## src/rtl/dcache_pkg.sv

```systemverilog
// ============================================================================
// Module      : dcache_pkg
// Description : Shared FSM encoding, counter width and geometry helpers for
//               the direct-mapped write-through data cache.
// Revision    : 1.0 - initial release
// ============================================================================
`default_nettype none

package dcache_pkg;

    localparam logic [1:0] S_IDLE    = 2'd0;
    localparam logic [1:0] S_RD_MISS = 2'd1;
    localparam logic [1:0] S_WR_THRU = 2'd2;

    localparam int CNT_W = 16;

    function automatic int idx_w(input int lines);
        return $clog2(lines);
    endfunction

    // Word addressing drops two byte-offset bits from the 32-bit address.
    function automatic int tag_w(input int lines);
        return 30 - $clog2(lines);
    endfunction

endpackage

`default_nettype wire

```

## src/rtl/dcache_array.sv

```systemverilog
// ============================================================================
// Module      : dcache_array
// Description : LINES x {valid, tag, data} storage with one combinational
//               read port and one synchronous write port.
// Revision    : 1.0 - initial release
// ============================================================================
`default_nettype none

module dcache_array #(
    parameter int LINES = 16,
    parameter int IDX_W = 4,
    parameter int TAG_W = 26
) (
    input  logic             clk_i,
    input  logic             rst_i,
    input  logic [IDX_W-1:0] i_rd_idx,
    output logic             o_rd_valid,
    output logic [TAG_W-1:0] o_rd_tag,
    output logic [31:0]      o_rd_data,
    input  logic             i_we,
    input  logic [IDX_W-1:0] i_wr_idx,
    input  logic [TAG_W-1:0] i_wr_tag,
    input  logic [31:0]      i_wr_data
);

    logic [LINES-1:0] r_valid;
    logic [TAG_W-1:0] r_tag  [LINES];
    logic [31:0]      r_data [LINES];

    always_ff @(posedge clk_i) begin
        if (rst_i) begin
            r_valid <= '0;
        end else if (i_we) begin
            r_valid[i_wr_idx] <= 1'b1;
        end
    end

    // Tag/data contents are don't-care until the valid bit is set.
    always_ff @(posedge clk_i) begin
        if (i_we) begin
            r_tag[i_wr_idx]  <= i_wr_tag;
            r_data[i_wr_idx] <= i_wr_data;
        end
    end

    assign o_rd_valid = r_valid[i_rd_idx];
    assign o_rd_tag   = r_tag[i_rd_idx];
    assign o_rd_data  = r_data[i_rd_idx];

endmodule

`default_nettype wire

```

## src/rtl/dcache_ctrl.sv

```systemverilog
// ============================================================================
// Module      : dcache_ctrl
// Description : Direct-mapped write-through no-write-allocate data cache
//               front end with pipeline stall and hit/miss counters.
// Revision    : 1.0 - initial release
// ============================================================================
`default_nettype none

module dcache_ctrl
    import dcache_pkg::*;
#(
    parameter int LINES = 16
) (
    input  logic             clk_i,
    input  logic             rst_i,
    input  logic             cpu_read_i,
    input  logic             cpu_write_i,
    input  logic [31:0]      cpu_addr_i,
    input  logic [31:0]      cpu_wdata_i,
    output logic [31:0]      cpu_rdata_o,
    output logic             stall_o,
    output logic             mem_req_o,
    output logic             mem_we_o,
    output logic [31:0]      mem_addr_o,
    output logic [31:0]      mem_wdata_o,
    input  logic             mem_ack_i,
    input  logic [31:0]      mem_rdata_i,
    output logic [CNT_W-1:0] hit_cnt_o,
    output logic [CNT_W-1:0] miss_cnt_o
);

    localparam int IDX_W = idx_w(LINES);
    localparam int TAG_W = tag_w(LINES);

    logic [1:0]       r_state;
    logic             r_mem_req;
    logic             r_mem_we;
    logic [31:0]      r_addr;
    logic [31:0]      r_wdata;
    logic [CNT_W-1:0] r_hit_cnt;
    logic [CNT_W-1:0] r_miss_cnt;

    logic             w_idle;
    logic [IDX_W-1:0] w_rd_idx;
    logic [TAG_W-1:0] w_cmp_tag;
    logic             w_line_valid;
    logic [TAG_W-1:0] w_line_tag;
    logic [31:0]      w_line_data;
    logic             w_hit;
    logic             w_ack;
    logic             w_fill;
    logic             w_wupd;
    logic             w_unused_addr;

    assign w_unused_addr = &{1'b0, cpu_addr_i[1:0]};

    // While busy the array is looked up with the latched address so that
    // the write-through can decide at ack time whether the line is present.
    assign w_idle    = (r_state == S_IDLE);
    assign w_rd_idx  = w_idle ? cpu_addr_i[IDX_W+1:2]  : r_addr[IDX_W+1:2];
    assign w_cmp_tag = w_idle ? cpu_addr_i[31:IDX_W+2] : r_addr[31:IDX_W+2];
    assign w_hit     = w_line_valid && (w_line_tag == w_cmp_tag);
    assign w_ack     = mem_ack_i && r_mem_req;
    assign w_fill    = (r_state == S_RD_MISS) && w_ack;
    assign w_wupd    = (r_state == S_WR_THRU) && w_ack && w_hit;

    dcache_array #(
        .LINES (LINES),
        .IDX_W (IDX_W),
        .TAG_W (TAG_W)
    ) u_array (
        .clk_i      (clk_i),
        .rst_i      (rst_i),
        .i_rd_idx   (w_rd_idx),
        .o_rd_valid (w_line_valid),
        .o_rd_tag   (w_line_tag),
        .o_rd_data  (w_line_data),
        .i_we       (w_fill || w_wupd),
        .i_wr_idx   (r_addr[IDX_W+1:2]),
        .i_wr_tag   (r_addr[31:IDX_W+2]),
        .i_wr_data  (w_fill ? mem_rdata_i : r_wdata)
    );

    assign stall_o = (w_idle && (cpu_write_i || (cpu_read_i && !w_hit)))
                   || (!w_idle && !w_ack);

    always_comb begin
        cpu_rdata_o = 32'h0;
        if (w_idle && cpu_read_i && !cpu_write_i && w_hit) begin
            cpu_rdata_o = w_line_data;
        end else if (w_fill) begin
            cpu_rdata_o = mem_rdata_i;
        end
    end

    always_ff @(posedge clk_i) begin
        if (rst_i) begin
            r_state    <= S_IDLE;
            r_mem_req  <= 1'b0;
            r_mem_we   <= 1'b0;
            r_addr     <= 32'h0;
            r_wdata    <= 32'h0;
            r_hit_cnt  <= '0;
            r_miss_cnt <= '0;
        end else begin
            case (r_state)
                S_IDLE: begin
                    if (cpu_write_i) begin
                        r_state   <= S_WR_THRU;
                        r_mem_req <= 1'b1;
                        r_mem_we  <= 1'b1;
                        r_addr    <= {cpu_addr_i[31:2], 2'b00};
                        r_wdata   <= cpu_wdata_i;
                    end else if (cpu_read_i) begin
                        if (w_hit) begin
                            if (r_hit_cnt != '1) r_hit_cnt <= r_hit_cnt + 1'b1;
                        end else begin
                            r_state   <= S_RD_MISS;
                            r_mem_req <= 1'b1;
                            r_mem_we  <= 1'b0;
                            r_addr    <= {cpu_addr_i[31:2], 2'b00};
                        end
                    end
                end
                S_RD_MISS, S_WR_THRU: begin
                    if (w_ack) begin
                        r_state   <= S_IDLE;
                        r_mem_req <= 1'b0;
                        r_mem_we  <= 1'b0;
                        r_addr    <= 32'h0;
                        r_wdata   <= 32'h0;
                        if (r_state == S_RD_MISS && r_miss_cnt != '1) begin
                            r_miss_cnt <= r_miss_cnt + 1'b1;
                        end
                    end
                end
                default: r_state <= S_IDLE;
            endcase
        end
    end

    assign mem_req_o   = r_mem_req;
    assign mem_we_o    = r_mem_we;
    assign mem_addr_o  = r_addr;
    assign mem_wdata_o = r_wdata;
    assign hit_cnt_o   = r_hit_cnt;
    assign miss_cnt_o  = r_miss_cnt;

endmodule

`default_nettype wire

```

## config.mk

```make
export PLATFORM = sky130hd
export DESIGN_NAME = dcache_ctrl
export DESIGN_NICKNAME = d
export VERILOG_FILES = /design/src/rtl/dcache_pkg.sv /design/src/rtl/dcache_array.sv /design/src/rtl/dcache_ctrl.sv
export SDC_FILE = /design/constraint.sdc
export NUM_CORES = 1
export LEC_CHECK = 0
export CORE_UTILIZATION = 52
export DETAILED_ROUTE_END_ITERATION = 7
export GPL_ROUTABILITY_DRIVEN = 0
export HOLD_SLACK_MARGIN = 0.12
export PLACE_DENSITY = 0.71
export SYNTH_ARGS = -nofsm -noshare
export SYNTH_HDL_FRONTEND = slang
export SYNTH_SLANG_ARGS = --single-unit
```

## constraint.sdc

```tcl
create_clock -name clk_i -period 12.4 [get_ports clk_i]
set_input_delay 1.86 -clock clk_i [delete_from_list [all_inputs] [get_ports clk_i]]
set_output_delay 1.86 -clock clk_i [all_outputs]
set_load 0.1 [all_outputs]
```

After elaboration in Yosys (flattened, before gate mapping)
Memory sizes are Yosys's and may differ from the RTL's. Index checks and enable logic that the tools add are counted.

Input port bits: 101. Bits in registers: 116. Memory bits (writable): 928. Memories: 2. Output and inout bits: 131.

Memory list: u_array.r_data (words 16, bits a word 32, read ports 1, clocked after memory_dff 0, write ports 1, line dcache_array.sv:28) `logic [31:0] r_data [LINES];`; u_array.r_tag (words 16, bits a word 26, read ports 1, clocked after memory_dff 0, write ports 1, line dcache_array.sv:27) `logic [TAG_W-1:0] r_tag [LINES];`.

Bitwise gates (word level): 2. Reductions and logical operators: 28. Add/subtract/negate cells: 2. $lt $le $gt $ge: 3. Eq/ne operators: 9. Mux-type cells: 32.

Operators by type and width (number): two-way mux 32 bit (8); one-hot mux 32 bit (2 select lines) (2); adder 16 x 1 -> 16 bit, second input constant (2); inequality test 16 bit, second input constant (2); equality test 26 bit (1); two-way mux 26 bit (1); OR 16 bit (1); logical AND 1 bit (13); two-way mux 1 bit (11); less-than comparator 4 x 5 -> 1 bit, second input constant (2); AND reduction 3 bit (3); two-way mux 2 bit (4); inequality test 3 bit, second input constant (2); AND reduction 5 bit (1); binary-select mux 1 bit (select 4 bit) (1); demux 1 bit (select 4 bit) (1); greater-or-equal comparator 4 x 1 -> 1 bit, second input constant (1); zero test 1 bit (4); two-way mux 4 bit (1); inequality test 2 bit, second input constant (2); one-hot mux 1 bit (2 select lines) (2); one-hot mux 2 bit (2 select lines) (1); AND reduction 4 bit (1); logical OR 1 bit (3); 6 further kinds (6).

Longest topological paths before layout
Word-level depth: 10. Mapped depth: 20. Depth with buffers taken out: 12.

Hierarchy
A second synthesis with hierarchy kept.

Cell total of the unflattened synthesis: 2252. Area, all modules: 40938.0 um2.

By module, submodules not included: dcache_array (instances 1, area each 35323.9 um2, cells each 1506, sequential area each 28187.0 um2); dcache_ctrl (instances 1, area each 5614.1 um2, cells each 746, sequential area each 1961.9 um2).

Least setup slack after synthesis
No wires, ideal clock.

Kind: input-to-reg. From: in cpu_addr_i[3]. To: mem u_array.r_data[0][0], enable pin. Slack: 1934 ps. Data required time: 11783 ps. Stages: 14. Buffers on the path: 4. Arrival: 9849 ps. Path through: mux2_2 -> buf_2 -> buf_2 -> buf_6 -> mux2i_1 -> o22ai_1 -> nor4_1 -> xor2_1 -> a2111oi_0 -> nand4_1 -> nor4_1 -> a31oi_1 -> clkbuf_1 -> nor4_1.

Longest elaborated chain between the ends: 8. Elaborated cells between the ends (all ways): 10. Those cells by class: eq/ne: 1; mux: 5; reduce/logical: 3; memory: 1.

RTL lines: start: declaration (line dcache_ctrl.sv:18) `input logic [31:0] cpu_addr_i,`; two-way mux 4 bit (*) (line dcache_ctrl.sv:60) `assign w_rd_idx = w_idle ? cpu_addr_i[IDX_W+1:2] : r_addr[IDX_W+1:2];`; memory (16 x 26 bit) / binary-select mux 1 bit (select 4 bit) (equally long branches); equality test 26 bit / two-way mux 1 bit (equally long branches) (line dcache_ctrl.sv:62, dcache_array.sv:46); logical AND 1 bit (*) (line dcache_ctrl.sv:62) `assign w_hit = w_line_valid && (w_line_tag == w_cmp_tag);`; logical AND 1 bit (*) (line dcache_ctrl.sv:65) `assign w_wupd = (r_state == S_WR_THRU) && w_ack && w_hit;`; logical OR 1 bit (*) (line dcache_ctrl.sv:78) `.i_we (w_fill || w_wupd),`; two-way mux 1 bit (*) (line dcache_array.sv:40) `if (i_we) begin`; two-way mux 1 bit (not written as such) (*) (line dcache_array.sv:42) `r_data[i_wr_idx] <= i_wr_data;`; end: declaration (line dcache_array.sv:28).

Every way passes the cells marked *; elsewhere a longest branch is shown, timed or not. The select of a mux whose other input is x is not followed.

Worst setup path in the final report
From: in cpu_addr_i[3]. To: out cpu_rdata_o[13].

Longest elaborated chain between the ends: 6. Elaborated cells between the ends (all ways): 9. Those cells by class: eq/ne: 1; mux: 4; reduce/logical: 2; memory: 2.

RTL lines: two-way mux 4 bit (*) (line dcache_ctrl.sv:60); memory (16 x 26 bit) / binary-select mux 1 bit (select 4 bit) (equally long branches); equality test 26 bit / two-way mux 1 bit (equally long branches) (line dcache_ctrl.sv:62, dcache_array.sv:46); logical AND 1 bit (line dcache_ctrl.sv:62); logical AND 1 bit (line dcache_ctrl.sv:89) `if (w_idle && cpu_read_i && !cpu_write_i && w_hit) begin`; two-way mux 32 bit (*) (line dcache_ctrl.sv:89); end: declaration (line dcache_ctrl.sv:20) `output logic [31:0] cpu_rdata_o,`.

Marks and branches as above.

==> impl_metrics.tcl <==
set metrics [dict create \
    r2r_cells 14 \
    critPathCaptureType "output pin" \
    start_util_pct 52.6 \
    yosysUniqueCellTypes 75 \
    synth_area_sq_um 42300 \
    ys_top_cells_by_area "edfxtp_1, mux4_2, dfxtp_1, mux2i_1, nand2_1" \
    hold_class "flop to flop" \
    yosysTopAreaCell "edfxtp_1" \
    slew_headroom_pct 20.9 \
    final_area_sq_um 48900 \
    drt-pass1-iter-count 5 \
    post_cts_buffers 0 \
    drv_slew 0 \
    tns_ns 0 \
    setup-violations-final 0 \
    clkTransAtPathRegs_ns 0.06 \
    pin_count 232 \
    place_inst 3868 \
    cts_sinks 1042 \
    cp_max_fo 107 \
    fin_crit_sh_pct 86.8 \
    antenna_found_initial 2 \
    n_fill_cell 5822 \
    syn_to_final_growth_pct 15.6 \
    layout.cells.most_common "edfxtp_1" \
    final_cell_mix "edfxtp_1, nand2_1, clkdlybuf4s50_1, nand3_1, mux2i_1" \
    clkLatencyLatePin_ns 0.66 \
    nNetsFinal 3018 \
    path_class "input port to output pin" \
    regArea_sq_um 30100 \
    instances_no_fill 4056 \
    synth_top_flop_cell "edfxtp_1" \
    ys_seq_elements 1042 \
    synth_top_area_share_pct 65.8 \
    syn_area_per_cell_sq_um 15.8 \
    drt-vias-per-instance 6.25 \
    clock_skew_ns 0.0232 \
    num_vias 25300 \
    synth-edff-count 928 \
    status "completed" \
    cts-hold-fix-buffers 0 \
    cts_made_buffers 102 \
    finalPower_w 0.0120 \
    crit_arrival_ns 8.91 \
    r2r-start "r_state[1]" \
    wl_per_cell_microns 26.9 \
    multiInputGateArea_sq_um 11500 \
    antenna_cells 0 \
    die_h_microns 287 \
    cts_root_buf "clkbuf_16" \
    drive_gt1_share_pct 13.9 \
    cts_buffer_depth 3 \
    hold_violations 0 \
    period_needed_ns 10.77 \
    start_kind "input port" \
    ctsResizeCount 0 \
    maxCapViolations 0 \
    synthArstFlopShare_pct 0 \
    cp_cell_sequence "clkdlybuf4s50_1, mux2_8, buf_4, o21ai_0, o22ai_1, nor4_1, xnor2_1, a2111oi_0, and4b_1, nand4_4, buf_4, o21ai_0, clkdlybuf4s50_1" \
    vdd_drop_max_uv 248 \
    cp.required_ns 10.54 \
    placed_cell_area_sq_um 45800 \
    grt_pass1_vias 25100 \
    ys_seq_area_share_pct 71.2 \
    h-tree-depth 3 \
    core_area_sq_um 80500 \
    hold_path_depth 2 \
    io_buffer_count 227 \
    rows 104 \
    yosysWarnings 0 \
    cp_slowest_cell "clkdlybuf4s50_1" \
    p_per_area_nw_per_um2 246 \
    grt_max_degree 114 \
    reg2reg_slack_ns 4.58 \
    cts_tree "built" \
    worstMarginPinSlew_ns 1.19 \
    max_freq_mhz 92.9 \
    cpPeakStageDelay_ns 1.20 \
    postRouteAntennaNets 0 \
    die_x_microns 287 \
    drtIter0Drc 2646 \
    crit-reg2reg-capture "u_array.r_tag[11][13]" \
    hold-path-endpoint "u_array.r_valid[13]" \
    grt_first_pass_wirelength_microns 160000 \
    hp-start "u_array.r_valid[13]" \
    dieArea_sq_um 82500 \
    wirelength_microns 109000 \
    rsz0062_at_grt "no" \
    grtUsageTotal_pct 26.5 \
    overflow 0 \
    leakage_nw 16.3 \
    syn_inst 2687 \
    dp_hpwl_microns 61400 \
    drc 0 \
]
[cell type report]
cell class | count | share of cell area, %
tap | 1060 | 2.71
clock inverter | 59 | 0.961
sequential | 1042 | 61.6
clock buffer | 129 | 5.53
multi-input combinational | 1456 | 23.5
inverter | 26 | 0.199
timing repair buffer | 284 | 5.52
[Yosys cell counts (all sizes together) (23+ instances only)]
cell type,number
o21ai,67
dfxtp,114
xor2,27
edfxtp,928
o22ai,42
mux4,159
nand3,194
mux2,26
nor4,23
a21oi,49
inv,25
mux2i,167
clkbuf,77
nand2,426
nor2,55
buf,87
[sequential cells by signal, indices dropped and copies added, names as in the netlist]
| register | cells |
|---|---|
| mem_addr_o | 30 |
| u_array.r_data | 512 |
| u_array.r_tag | 416 |
| mem_wdata_o | 32 |
| hit_cnt_o | 16 |
| mem_we_o | 1 |
| r_state | 2 |
| mem_req_o | 1 |
| u_array.r_valid | 16 |
| miss_cnt_o | 16 |
[critical path, delay by kind of cell]
kind                   cells  cell delay [ns]
XOR/XNOR                   1             0.21
AO/OA/AOI/OAI              4             1.62
AND/OR/NAND/NOR            3             1.26
buffers and inverters      4             2.94
multiplexers               1             0.88
[how the worst max path moves through the flow]
| stage | start | depth (start not counted) | end | slack (ns) |
|---|---|---|---|---|
| floorplan | cpu_addr_i[3] | 14 | u_array.r_data[0][0] | 1.93 |
| global placement | cpu_addr_i[3] | 13 | cpu_rdata_o[13] | 2.11 |
| detailed placement | cpu_addr_i[3] | 13 | cpu_rdata_o[13] | 1.92 |
| CTS | cpu_addr_i[3] | 13 | cpu_rdata_o[13] | 1.80 |
| global route | cpu_addr_i[3] | 13 | cpu_rdata_o[13] | 1.44 |
| finish | cpu_addr_i[3] | 13 | cpu_rdata_o[13] | 1.63 |
[kinds of logic after synthesis]
group | after synthesis | share of synthesized area (%)
other | 1 | 0.00886
and+or+nand+nor | 802 | 8.63
adders and majority gates | 5 | 0.148
muxes | 352 | 13.1
DFF | 1042 | 71.2
xor gates and xnor gates | 40 | 0.828
buffers and inverters | 190 | 2.15
AOI/OAI and AO/OA | 255 | 3.90
[report_power, final]
part           switching [W]  internal [W]  total [W]
clock                0.00127       0.00169    0.00296
combinational        0.00303       0.00141    0.00444
sequential          0.000273       0.00436    0.00463
[layer usage]
layer	part of all wire [%]	wire length [microns]	up-vias	GRT usage (%)
met4	2.7	2950	4	8.02
met2	48	52500	1303	42.8
li1	-	-	10900	-
met3	9.8	10700	195	5.80
met1	39	43000	12900	36.1
met5	0.022	24	-	0
[per-stage QoR]
stage | utilization, % | hold slack [ns] | worst slack [ns]
finish | 60.8 | 0.466 | 1.63
global route | 60.8 | 0.482 | 1.44
CTS | 60.8 | 0.461 | 1.80
detailed placement | 56.8 | 0.447 | 1.92
global placement | 56.8 | 0.443 | 2.11
floorplan | - | 0.433 | 1.93
No activity file was read; power rests on OpenSTA's default activity.
